**src/rtl/wb_port_arbiter_pkg.sv**
```systemverilog
`default_nettype none
// ============================================================================
//  Module  : wb_port_arbiter_pkg
//  Purpose : Shared types and constants for the register-file write-port
//            arbiter and its MDU result FIFO.
//  Contents: REG_W/DATA_W/ENT_W widths, occupancy-state encoding occ_e,
//            write-source constants SRC_PIPE/SRC_MDU.
//  Revision: 1.0  initial release
// ============================================================================
package wb_port_arbiter_pkg;

   localparam int REG_W  = 5;
   localparam int DATA_W = 32;
   // One buffered MDU result: {destination register, data}
   localparam int ENT_W  = REG_W + DATA_W;

   typedef enum logic [1:0] {
      OCC_EMPTY = 2'd0,
      OCC_ONE   = 2'd1,
      OCC_FULL  = 2'd2
   } occ_e;

   localparam logic SRC_PIPE = 1'b0;
   localparam logic SRC_MDU  = 1'b1;

endpackage
`default_nettype wire

```
**src/rtl/wb_result_fifo.sv**
```systemverilog
`default_nettype none
// ============================================================================
//  Module  : wb_result_fifo
//  Purpose : 2-entry in-order FIFO holding MDU results waiting for the
//            register-file write port.
//  Ports   : clk, rst (async active-low)
//            i_push / i_push_data : enqueue one {dest,data} entry
//            i_pop                : dequeue the head entry
//            o_head               : current head entry
//            o_count              : occupancy 0..2
//  Notes   : push and pop in the same cycle are legal at any occupancy,
//            including FULL (head leaves, new entry lands at the tail).
//  Revision: 1.0  initial release
// ============================================================================
module wb_result_fifo
   import wb_port_arbiter_pkg::*;
(
   input  logic             clk,
   input  logic             rst,
   input  logic             i_push,
   input  logic [ENT_W-1:0] i_push_data,
   input  logic             i_pop,
   output logic [ENT_W-1:0] o_head,
   output logic [1:0]       o_count
);

   occ_e             r_occ;
   logic [ENT_W-1:0] r_mem0;   // head slot
   logic [ENT_W-1:0] r_mem1;   // tail slot when FULL

   always_ff @(posedge clk or negedge rst) begin
      if (!rst) begin
         r_occ  <= OCC_EMPTY;
         r_mem0 <= '0;
         r_mem1 <= '0;
      end else begin
         case (r_occ)
            OCC_EMPTY: begin
               // Nothing to pop; a push simply fills the head slot.
               if (i_push) begin
                  r_mem0 <= i_push_data;
                  r_occ  <= OCC_ONE;
               end
            end
            OCC_ONE: begin
               if (i_push && i_pop) begin
                  r_mem0 <= i_push_data;
               end else if (i_push) begin
                  r_mem1 <= i_push_data;
                  r_occ  <= OCC_FULL;
               end else if (i_pop) begin
                  r_occ  <= OCC_EMPTY;
               end
            end
            OCC_FULL: begin
               if (i_pop) begin
                  r_mem0 <= r_mem1;
                  if (i_push) begin
                     r_mem1 <= i_push_data;
                  end else begin
                     r_occ  <= OCC_ONE;
                  end
               end
            end
            default: r_occ <= OCC_EMPTY;
         endcase
      end
   end

   assign o_head  = r_mem0;
   assign o_count = r_occ;

endmodule
`default_nettype wire

```
**src/rtl/wb_port_arbiter.sv**
```systemverilog
`default_nettype none
// ============================================================================
//  Module  : wb_port_arbiter
//  Purpose : Shares the single register-file write port between the
//            pipeline WB stage and a multi-cycle unit (MDU). Pipeline writes
//            always win; MDU results bypass straight through when the port
//            and FIFO are free, otherwise wait in a 2-entry in-order FIFO.
//  Ports   : clk, rst (async active-low)
//            wb_wreg/wb_destR/wb_dest     : pipeline write request
//            mdu_valid/mdu_destR/mdu_data : MDU result offer
//            mdu_ready                    : FIFO has space (pend_cnt < 2)
//            rf_we/rf_waddr/rf_wdata      : register-file write port
//            src_sel                      : 0 pipeline, 1 MDU
//            stall_req                    : FIFO full or head waited too long
//            pend_cnt                     : buffered MDU results 0..2
//            conflict_cnt                 : (WB_ARB_STAT_EN only) saturating
//                                           count of pipeline/MDU conflicts
//  Config  : `define WB_ARB_STAT_EN to add the conflict_cnt statistic.
//  Revision: 1.0  initial release
// ============================================================================
module wb_port_arbiter
   import wb_port_arbiter_pkg::*;
#(
   parameter int MAX_WAIT = 4
)(
   input  logic              clk,
   input  logic              rst,
   input  logic              wb_wreg,
   input  logic [REG_W-1:0]  wb_destR,
   input  logic [DATA_W-1:0] wb_dest,
   input  logic              mdu_valid,
   input  logic [REG_W-1:0]  mdu_destR,
   input  logic [DATA_W-1:0] mdu_data,
   output logic              mdu_ready,
   output logic              rf_we,
   output logic [REG_W-1:0]  rf_waddr,
   output logic [DATA_W-1:0] rf_wdata,
   output logic              src_sel,
   output logic              stall_req,
   output logic [1:0]        pend_cnt
`ifdef WB_ARB_STAT_EN
   ,
   output logic [15:0]       conflict_cnt
`endif
);

   localparam logic [3:0] c_MAX_WAIT = 4'(MAX_WAIT);

   logic             w_pipe_wr;
   logic             w_xfer;
   logic             w_xfer_keep;
   logic             w_fifo_ne;
   logic             w_pop;
   logic             w_bypass;
   logic             w_push;
   logic [ENT_W-1:0] w_head;
   logic [1:0]       w_count;
   logic [3:0]       r_wait;

   assign w_pipe_wr   = wb_wreg && (wb_destR != '0);
   assign mdu_ready   = (w_count != 2'd2);
   // MDU side is frozen while reset is asserted; the pipeline path is not.
   assign w_xfer      = rst && mdu_valid && mdu_ready;
   // Writes to r0 are accepted from the MDU but never reach the port.
   assign w_xfer_keep = w_xfer && (mdu_destR != '0);
   assign w_fifo_ne   = (w_count != 2'd0);
   assign w_pop       = rst && !w_pipe_wr && w_fifo_ne;
   assign w_bypass    = !w_pipe_wr && !w_fifo_ne && w_xfer_keep;
   assign w_push      = w_xfer_keep && !w_bypass;

   wb_result_fifo u_fifo (
      .clk         (clk),
      .rst         (rst),
      .i_push      (w_push),
      .i_push_data ({mdu_destR, mdu_data}),
      .i_pop       (w_pop),
      .o_head      (w_head),
      .o_count     (w_count)
   );

   always_comb begin
      rf_we    = 1'b0;
      rf_waddr = '0;
      rf_wdata = '0;
      src_sel  = SRC_PIPE;
      if (w_pipe_wr) begin
         rf_we    = 1'b1;
         rf_waddr = wb_destR;
         rf_wdata = wb_dest;
      end else if (w_pop) begin
         rf_we    = 1'b1;
         rf_waddr = w_head[ENT_W-1:DATA_W];
         rf_wdata = w_head[DATA_W-1:0];
         src_sel  = SRC_MDU;
      end else if (w_bypass) begin
         rf_we    = 1'b1;
         rf_waddr = mdu_destR;
         rf_wdata = mdu_data;
         src_sel  = SRC_MDU;
      end
   end

   // Age of the FIFO head in cycles spent blocked by pipeline writes.
   always_ff @(posedge clk or negedge rst) begin
      if (!rst) begin
         r_wait <= '0;
      end else if (!w_fifo_ne || w_pop) begin
         r_wait <= '0;
      end else if (r_wait != c_MAX_WAIT) begin
         r_wait <= r_wait + 4'd1;
      end
   end

   assign pend_cnt  = w_count;
   assign stall_req = (w_count == 2'd2) || (r_wait == c_MAX_WAIT);

`ifdef WB_ARB_STAT_EN
   logic [15:0] r_conflict;

   always_ff @(posedge clk or negedge rst) begin
      if (!rst) begin
         r_conflict <= '0;
      end else if (w_pipe_wr && (w_fifo_ne || w_xfer_keep) && (r_conflict != 16'hFFFF)) begin
         r_conflict <= r_conflict + 16'd1;
      end
   end

   assign conflict_cnt = r_conflict;
`endif

endmodule
`default_nettype wire

```
**config.mk**
```make
export PLATFORM = sky130hd
export DESIGN_NAME = wb_port_arbiter
export DESIGN_NICKNAME = d
export VERILOG_FILES = /design/src/rtl/wb_port_arbiter_pkg.sv /design/src/rtl/wb_result_fifo.sv /design/src/rtl/wb_port_arbiter.sv
export SDC_FILE = /design/constraint.sdc
export NUM_CORES = 1
export LEC_CHECK = 0
export CORE_MARGIN = 4
export CORE_UTILIZATION = 50
export CTS_CLUSTER_DIAMETER = 120
export DETAILED_ROUTE_END_ITERATION = 8
export HOLD_SLACK_MARGIN = 0.1
export PLACE_DENSITY = 0.82
export SYNTH_ARGS = -nofsm -noshare
export SYNTH_HDL_FRONTEND = slang
export SYNTH_SLANG_ARGS = --single-unit
```
**constraint.sdc**
```tcl
create_clock -name clk -period 6.3 [get_ports clk]
set_input_delay 0.945 -clock clk [delete_from_list [all_inputs] [get_ports clk]]
set_output_delay 0.945 -clock clk [all_outputs]
set_load 0.02 [all_outputs]
```
==> flow_metrics.tcl, run 1 <==
set metrics [dict create \
    synth_area_um2 4490 \
    firstDrtPassIters 4 \
    rsz0062_at_grt "no" \
    antenna_found_initial 0 \
    slowest_stage "a21oi_4" \
    slew_viol_final 0 \
    worstMarginPinSlew_ns 1.12 \
    syn_nets 470 \
    fmax_mhz 204 \
    die_w_um 103 \
    clkPwrFrac 0.175 \
    drtIter0Drc 99 \
    drc 0 \
    synth_top_family_by_area "multiplexers" \
    crit_path_start "wb_wreg" \
    ctsResizeCount 0 \
    drt-vias-per-instance 5.43 \
    syn_to_final_growth_pct 34.0 \
    async_flop_share 1.00 \
    fin_nets 585 \
    die_area_um2 10600 \
    ir_drop_v 0.000245 \
    numCtsBuffers 9 \
    synthMuxAreaShare 0.368 \
    p_sw_frac 0.329 \
    yosys.area.top_type_share 0.446 \
    max_stage_delay_ns 0.86 \
    p_sw_uw 828 \
    layoutNonFillerInstCount 613 \
    path_clk_slew_ns 0.08 \
    start_util 0.515 \
    grt_max_degree 63 \
    cp-end-kind "primary output" \
    relSlewSlack 0.250 \
    wl_per_cell_um 17.0 \
    status "finished clean" \
    grt_pass1_wl_mm 16.7 \
    yosys.area_share.simple 0.0627 \
    syn_avg_cell_area_um2 11.7 \
    r2r-start "u_fifo.o_count[0]" \
    crit_arrival_ns 3.95 \
    cp_max_fo 26 \
    io_buffers 120 \
    synth-edff-count 0 \
    synth_xor_area_frac 0.00195 \
    synth.yosys.warnings 0 \
    insertion_delay_ns 0.34 \
    ys_top_cells_by_area "dfrtp_1 (45%), mux2_2 (28%), mux2i_1 (8.7%), o21ai_0 (4.3%), nand2_1 (3.3%)" \
    hp-class "in2async" \
    holdBufCountCts 0 \
    period_needed_ns 4.90 \
    p_leak_nw 2.65 \
    yosys.area_share.adder 0.0195 \
    synth-compound-area-share 0.0702 \
    row_count 34 \
    grt_usage 0.201 \
    p_seq_frac 0.363 \
    p_per_area_nw_per_um2 418 \
    core_area_um2 8720 \
    setup_viol 0 \
    synth.ff_latch_count 80 \
    fp.dieH_um 103 \
    setup_tns_ns 0 \
    cp_common_cell "clkdlybuf4s50_1" \
    cap_violations 0 \
    antenna_left 0 \
    cp.required_ns 5.35 \
    h-tree-depth 3 \
    synth_cell_types 37 \
    combPwrFrac 0.462 \
    syn_inst 385 \
    drive_gt1_frac 0.279 \
    post_cts_buffers 0 \
    hpwl_mm 7.33 \
    clockBufferDepth 2 \
    seq_area_frac_synth 0.446 \
    ys.flop_type "dfrtp_1" \
    antenna_cells 0 \
    path_class "in2out" \
    yosysTopAreaCell "dfrtp_1" \
    hold_viol_final 0 \
    setup.worst_path.start_class "input port" \
    fin_crit_sh 0.777 \
    postRouteWirelength_mm 10.4 \
    crit_chain "clkdlybuf4s50_1 -> nor3b_1 -> a21oi_4 -> buf_4 -> mux2i_1 -> o21ai_0 -> clkdlybuf4s50_1" \
    cts_tree "yes" \
    dpl.cell_count 597 \
    grt_overflow_total 0 \
    clock_skew_ns 0.00841 \
    cts.sinks 80 \
    ios 121 \
    place_congestion 0.863 \
    p_int_mw 1.69 \
    cts-root-buf "clkbuf_8" \
    num_vias 3327 \
    grt_pass1_vias 3471 \
]
-- registers in the layout, summed over array words and instances (netlist names) --
register        count
r_wait              4
u_fifo.o_count      2
u_fifo.r_mem1      37
u_fifo.o_head      37
-- cell type report --
type | count | area (µm²)
Tap cell | 108 | 135
Clock buffer | 10 | 128
Multi-Input combinational cell | 274 | 2370
Inverter | 8 | 30.0
Clock inverter | 6 | 108
Timing Repair Buffer | 127 | 1250
Sequential cell | 80 | 2000
Fill cell | 647 | 2700
-- cell families (layout without fill, tap and decap cells) --
family | count (synthesis) | in the layout
mux | 151 | 151
fa+ha+maj | 7 | 7
compound gates | 52 | 52
xor+xnor | 1 | 1
flops | 80 | 80
simple gates | 63 | 63
buf+inv | 31 | 151
-- critical path, delay by kind of cell --
kind / cells / cell delay [ns]
compound gates: 2 / 0.96
buf+inv: 3 / 1.61
mux: 1 / 0.26
simple gates: 1 / 0.15
-- through the flow --
step | power [mW] | worst slack (ns) | instance area (µm²) | hold slack (ns) | utilization
after floorplan | 1.74 | 2.55 | 4490 | 0.452 | -
after global placement | 2.04 | 1.43 | 5780 | 0.461 | 0.663
after detailed placement | 2.10 | 1.41 | 5780 | 0.474 | 0.663
after CTS | 2.54 | 1.40 | 6020 | 0.479 | 0.690
after global routing | 2.67 | 1.22 | 6020 | 0.478 | 0.690
final | 2.52 | 1.40 | 6020 | 0.485 | 0.690
-- cell usage after synthesis (2+ instances only) --
| cell | number |
|---|---|
| mux2_1 | 2 |
| a21oi_1 | 3 |
| mux2i_1 | 39 |
| inv_1 | 8 |
| buf_1 | 4 |
| buf_2 | 4 |
| o21ai_0 | 39 |
| ha_1 | 7 |
| dfrtp_1 | 80 |
| nor2_1 | 8 |
| mux2_2 | 110 |
| buf_6 | 3 |
| a21o_1 | 2 |
| nor3_1 | 3 |
| clkbuf_1 | 12 |
| nand2_1 | 39 |
| nand3_1 | 2 |
-- cell usage in the layout, fill, tap and decap left out, types with 2 or more instances in the layout --
cell type	Yosys	final
mux2i_1	39	39
a21o_1	2	2
mux2_2	110	110
bufinv_16	0	3
nand2_1	39	39
clkinv_2	0	2
a21oi_1	3	2
inv_1	8	8
nor2_1	8	8
nand3_1	2	2
nor3_1	3	3
clkbuf_8	0	9
clkdlybuf4s50_1	0	119
buf_4	0	8
mux2_1	2	2
o21ai_0	39	39
ha_1	7	6
dfrtp_1	80	80
-- power groups by stage --
stage          combinational (mW)  clock [mW]  sequential, mW
6_report                     1.16       0.441           0.914
5_1_grt                      1.26       0.475           0.941
4_1_cts                      1.18       0.448           0.911
3_5_place_dp                 1.18           0           0.922
3_3_place_gp                 1.14           0           0.901
2_1_floorplan               0.856           0           0.882
-- final timing paths --
path / to / slack [ns] / cells after the start
setup / recovery: rf_waddr[4] / 1.40 / 7
hold / removal: u_fifo.r_mem1[33] / 0.49 / 1
setup reg to reg: u_fifo.r_mem1[17] / 2.87 / 8
hold reg to reg: u_fifo.r_mem1[22] / 0.49 / 1
max in group asynchronous: u_fifo.r_mem1[30] / 4.73 / 2
min in group clk: u_fifo.r_mem1[22] / 0.49 / 1
-- metal layers --
layer,wire (µm),GRT usage,part of all wire
met1,4720,0.266,0.45
met2,5070,0.341,0.49
met3,584,0.0440,0.056
met4,74,0.0448,0.0071
met5,0,0,0
Power figures use the tool's default switching activity.
==> inputs of run 2 (changes only) <==
--- a/config.mk
+++ b/config.mk
@@ -6,11 +6,11 @@
 export NUM_CORES = 1
 export LEC_CHECK = 0
 export CORE_MARGIN = 4
-export CORE_UTILIZATION = 50
+export CORE_UTILIZATION = 49
 export CTS_CLUSTER_DIAMETER = 120
 export DETAILED_ROUTE_END_ITERATION = 8
 export HOLD_SLACK_MARGIN = 0.1
-export PLACE_DENSITY = 0.82
+export PLACE_DENSITY = 0.81
 export SYNTH_ARGS = -nofsm -noshare
 export SYNTH_HDL_FRONTEND = slang
 export SYNTH_SLANG_ARGS = --single-unit
==> constraint.sdc (replaced) <==
create_clock -name clk -period 4.96 [get_ports clk]
set_input_delay 0.744 -clock clk [delete_from_list [all_inputs] [get_ports clk]]
set_output_delay 0.744 -clock clk [all_outputs]
set_load 0.02 [all_outputs]
==> run 2 against run 1 <==
Compared with the run above: global-route usage shrank 0.35 points; combinational power grew 30%; largest power group unchanged; critical path depth is the same; via count grew 1.4%; setup slack lost 0.75 ns; worst hold slack lost 0.14 ns; sequential cell count is the same; register-to-register slack lost 1.3 ns; cell count is the same; clock power grew 20%; clock skew grew 0.0062 ns; highest routed layer unchanged.
==> flow_metrics.tcl, run 2 (synthesis gave the netlist of run 1 again) <==
set metrics [dict create \
    drt-vias-per-instance 5.50 \
    seq_area_um2 2000 \
    grt_overflow_total 0 \
    fp.dieH_um 104 \
    path_class "in2out" \
    postRouteWirelength_mm 10.5 \
    holdBufCountCts 0 \
    setup_viol 0 \
    setup.worst_path.start_class "input port" \
    fill_cells 647 \
    grt_usage 0.198 \
    antenna_found_initial 0 \
    ctsResizeCount 0 \
    start_util 0.510 \
    die_w_um 104 \
    whs_ns 0.343 \
    cp.required_ns 4.22 \
    combPwrFrac 0.474 \
    io_buffers 120 \
    insertion_delay_ns 0.34 \
    ios 121 \
    h-tree-depth 3 \
    ir_drop_v 0.000303 \
    slew_viol_final 0 \
    status "finished clean" \
    p_sw_frac 0.333 \
    die_area_um2 10800 \
    layout_common_cells "clkdlybuf4s50_1 (119), mux2_2 (110), dfrtp_1 (80)" \
    row_count 34 \
    drtIter0Drc 110 \
    grt_pass1_vias 3625 \
    rsz0062_at_grt "no" \
    period_needed_ns 4.31 \
    syn_to_final_growth_pct 34.3 \
    hpwl_mm 7.34 \
    p_int_mw 2.13 \
    p_sw_mw 1.06 \
    cts_tree "yes" \
    fmax_mhz 232 \
    dpl.cell_count 597 \
    numCtsBuffers 9 \
    cp_max_fo 38 \
    final_common_cell "clkdlybuf4s50_1" \
    drc 0 \
    antenna_cells 0 \
    p_seq_frac 0.362 \
    clockBufferDepth 2 \
    setup_tns_ns 0 \
    clock_skew_ns 0.0147 \
    antenna_left 0 \
    multi_input_area_um2 2370 \
    hold_viol_final 0 \
    cp-end-kind "primary output" \
    path_clk_slew_ns 0.09 \
    fin_nets 585 \
    r2r-start "u_fifo.o_count[0]" \
    cts-root-buf "clkbuf_8" \
    p_leak_nw 2.65 \
    fin_crit_sh 0.869 \
    worstMarginPinSlew_ns 0.753 \
    drive_gt1_frac 0.279 \
    firstDrtPassIters 4 \
    relSlewSlack 0.497 \
    place_congestion 0.780 \
    core_area_um2 8810 \
    p_per_area_nw_per_um2 530 \
    grt_max_degree 53 \
    num_vias 3373 \
    cap_violations 0 \
    grt_pass1_wl_mm 17.8 \
    crit_arrival_ns 3.56 \
    wl_per_cell_um 17.1 \
    hp-class "in2async" \
    clkPwrFrac 0.165 \
    layoutNonFillerInstCount 613 \
    crit_path_start "mdu_destR[2]" \
    post_cts_buffers 0 \
    cts.sinks 80 \
]
-- run 2: path summary, 6_finish.rpt --
| check | end | slack (ns) | cells after the start |
|---|---|---|---|
| worst max-delay path | rf_wdata[0] | 0.65 | 7 |
| worst min-delay path | u_fifo.o_head[2] | 0.34 | 1 |
| worst max register to register | u_fifo.o_head[11] | 1.62 | 9 |
| worst min register to register | u_fifo.r_mem1[22] | 0.50 | 1 |
| max in group asynchronous | u_fifo.r_mem1[13] | 3.59 | 2 |
| min in group clk | u_fifo.r_mem1[22] | 0.50 | 1 |
-- run 2: power by group through the flow --
| stage | clock, mW | combinational, mW | sequential, mW |
|---|---|---|---|
| after floorplan | 0 | 1.09 | 1.12 |
| after global placement | 0 | 1.48 | 1.14 |
| after detailed placement | 0 | 1.53 | 1.17 |
| after CTS | 0.539 | 1.53 | 1.16 |
| after global routing | 0.565 | 1.64 | 1.19 |
| final | 0.527 | 1.51 | 1.16 |
-- run 2: routing by layer --
metal | global-route usage | wire [µm] | vias to the layer above
met2 | 0.345 | 5250 | 104
met4 | 0.0532 | 91 | 0
met3 | 0.0442 | 541 | 9
met1 | 0.248 | 4590 | 1654
met5 | 0 | 0 | -
li1 | - | - | 1606
-- run 2: area by class of cell --
type,instances,area share
clock buffer,11,0.0234
clock inverter,5,0.0133
tap,108,0.0224
timing repair buffer,127,0.212
multi-input combinational,274,0.392
sequential,80,0.332
inverter,8,0.00498
-- run 2: per-stage QoR --
step                power [mW]  instance area (µm²)  setup slack (ns)  utilization
global placement          2.62                 5810             0.746        0.660
detailed placement        2.70                 5810             0.645        0.660
finish                    3.20                 6030             0.652        0.685
CTS                       3.23                 6030             0.647        0.685
global route              3.40                 6030             0.471        0.685
floorplan                 2.21                 4490              1.59            -
-- run 2: critical path: stages --
cell,delay [ns]
clkdlybuf4s50_1,0.48
or4_1,0.55
o21ai_2,0.23
mux2_2,0.20
or2_2,0.54
o21ai_0,0.24
clkdlybuf4s50_1,0.58
==> inputs of run 3 (changes only) <==
--- a/config.mk
+++ b/config.mk
@@ -5,7 +5,6 @@
 export SDC_FILE = /design/constraint.sdc
 export NUM_CORES = 1
 export LEC_CHECK = 0
-export CORE_MARGIN = 4
 export CORE_UTILIZATION = 49
 export CTS_CLUSTER_DIAMETER = 120
 export DETAILED_ROUTE_END_ITERATION = 8
@@ -14,3 +13,4 @@
 export SYNTH_ARGS = -nofsm -noshare
 export SYNTH_HDL_FRONTEND = slang
 export SYNTH_SLANG_ARGS = --single-unit
+export TNS_END_PERCENT = 30
==> run 3 against run 2 <==
Compared with the run above: the run now ends with design-rule violations left; wire length decreased by 4.1%; non-clock buffer count unchanged; worst hold slack improved by 0.14 ns; global-route usage increased by 2.9 points; first-iteration DRC count increased by 19%; register-to-register slack got worse by 0.12 ns; sequential power about the same.
==> flow_metrics.tcl, run 3 (synthesis gave the netlist of run 1 again) <==
set metrics [dict create \
    path_class "in2out" \
    crit_path_start "mdu_destR[2]" \
    grt_pass1_vias 3647 \
    final_common_cell "clkdlybuf4s50_1" \
    ios 121 \
    hp-class "reg2reg" \
    grt_max_degree 82 \
    cts-root-buf "clkbuf_8" \
    io_buffers 120 \
    setup_tns_ns 0 \
    fin_nets 585 \
    insertion_delay_ns 0.34 \
    clockBufferDepth 2 \
    grt_usage 0.227 \
    worst_r2r_path_depth 9 \
    fin_crit_sh 0.867 \
    die_w_um 97.7 \
    holdBufCountCts 0 \
    grt_pass1_wl_mm 17.3 \
    setup.worst_path.start_class "input port" \
    fp.dieH_um 97.7 \
    drc 18 \
    rrSetupSlack_ns 1.50 \
    whs_ns 0.485 \
    cts.sinks 80 \
    num_vias 3353 \
    setup_viol 0 \
    crit_arrival_ns 3.56 \
    drtIter0Drc 131 \
    drt-vias-per-instance 5.49 \
    die_area_um2 9550 \
    start_util 0.510 \
    r2r-start "u_fifo.o_count[0]" \
    cp_common_cell "clkdlybuf4s50_1" \
    slew_viol_final 0 \
    reg2reg_to "u_fifo.r_mem1[4]" \
    path_clk_slew_ns 0.08 \
    worstMarginPinSlew_ns 0.985 \
    relSlewSlack 0.343 \
    cp-end-kind "primary output" \
    p_per_area_nw_per_um2 530 \
    cap_violations 0 \
    cp_max_fo 38 \
    max_stage_delay_ns 0.58 \
    cts_tree "yes" \
    rsz0062_at_grt "no" \
    layout_common_cells "clkdlybuf4s50_1 (119), mux2_2 (110), dfrtp_1 (80)" \
    drive_gt1_frac 0.276 \
    failed_checks "design-rule violations" \
    antenna_left 0 \
    post_cts_buffers 0 \
    period_needed_ns 4.30 \
    slowest_stage "clkdlybuf4s50_1" \
    row_count 34 \
    ctsResizeCount 0 \
    place_congestion 0.845 \
    core_area_um2 8810 \
    cp-endpoint "rf_wdata[27]" \
    status "finished, violations left" \
    syn_to_final_growth_pct 34.0 \
    fmax_mhz 232 \
    clock_skew_ns 0.0126 \
    antenna_cells 0 \
    hpwl_mm 6.75 \
    ir_drop_v 0.000275 \
    numCtsBuffers 9 \
    antenna_found_initial 0 \
    wl_per_cell_um 16.4 \
    hold_viol_final 0 \
    p_leak_nw 2.65 \
    firstDrtPassIters 6 \
    cp.required_ns 4.22 \
    crit_chain "clkdlybuf4s50_1 -> or4_1 -> o21ai_2 -> mux2_2 -> or2_2 -> o21ai_0 -> clkdlybuf4s50_1" \
    h-tree-depth 3 \
    postRouteWirelength_mm 10.0 \
    grt_overflow_total 0 \
]
run 3: cell count changes in the layout (fill, tap and decap cells not counted), sizes merged:
cell      previous run  this run
clkinvlp             2         0
clkbuf              11        10
bufinv               2         3
run 3: power breakdown:
part	leakage [nW]	switching, mW	internal, mW	total [mW]
clock network	0.112	0.219	0.328	0.548
logic	1.58	0.662	0.829	1.49
registers	0.956	0.166	0.989	1.15
run 3: through the flow:
step	setup slack, ns	std cells	cell area [µm²]	power [mW]	utilization
floorplan	1.59	385	4490	2.21	-
global placement	0.721	597	5800	2.59	0.658
CTS	0.657	611	6020	3.22	0.684
detailed placement	0.677	597	5800	2.67	0.658
finish	0.657	611	6020	3.19	0.684
global route	0.484	611	6020	3.40	0.684
run 3: worst min path at each step:
| stage | startpoint | end | slack (ns) | depth (start not counted) |
|---|---|---|---|---|
| after floorplan | rst | r_wait[0] | 0.45 | 0 |
| after global placement | u_fifo.r_mem1[31] | u_fifo.r_mem1[31] | 0.46 | 1 |
| after detailed placement | u_fifo.r_mem1[22] | u_fifo.r_mem1[22] | 0.47 | 1 |
| after CTS | u_fifo.r_mem1[22] | u_fifo.r_mem1[22] | 0.49 | 1 |
| after global routing | u_fifo.r_mem1[22] | u_fifo.r_mem1[22] | 0.51 | 1 |
| final | u_fifo.r_mem1[22] | u_fifo.r_mem1[22] | 0.49 | 1 |
run 3: metal layers:
layer | GRT usage | wire, µm | up-vias
met4 | 0.0804 | 108 | 0
met1 | 0.288 | 4490 | 1632
met2 | 0.381 | 4810 | 110
met5 | 0 | 0 | -
met3 | 0.0530 | 642 | 12
li1 | - | - | 1599
run 3: layout make-up:
cell class                 count  area [µm²]
fill                         647        2790
tap                          108         135
inverter                       8        30.0
sequential                    80        2000
clock buffer                  10         128
timing repair buffer         127        1260
clock inverter                 4        95.1
multi-input combinational    274        2370
run 3: worst max-delay path: cells and delay by family:
family	cells	cell delay [ns]
buf+inv	2	1.05
mux	1	0.21
simple gates	2	1.09
compound gates	2	0.43
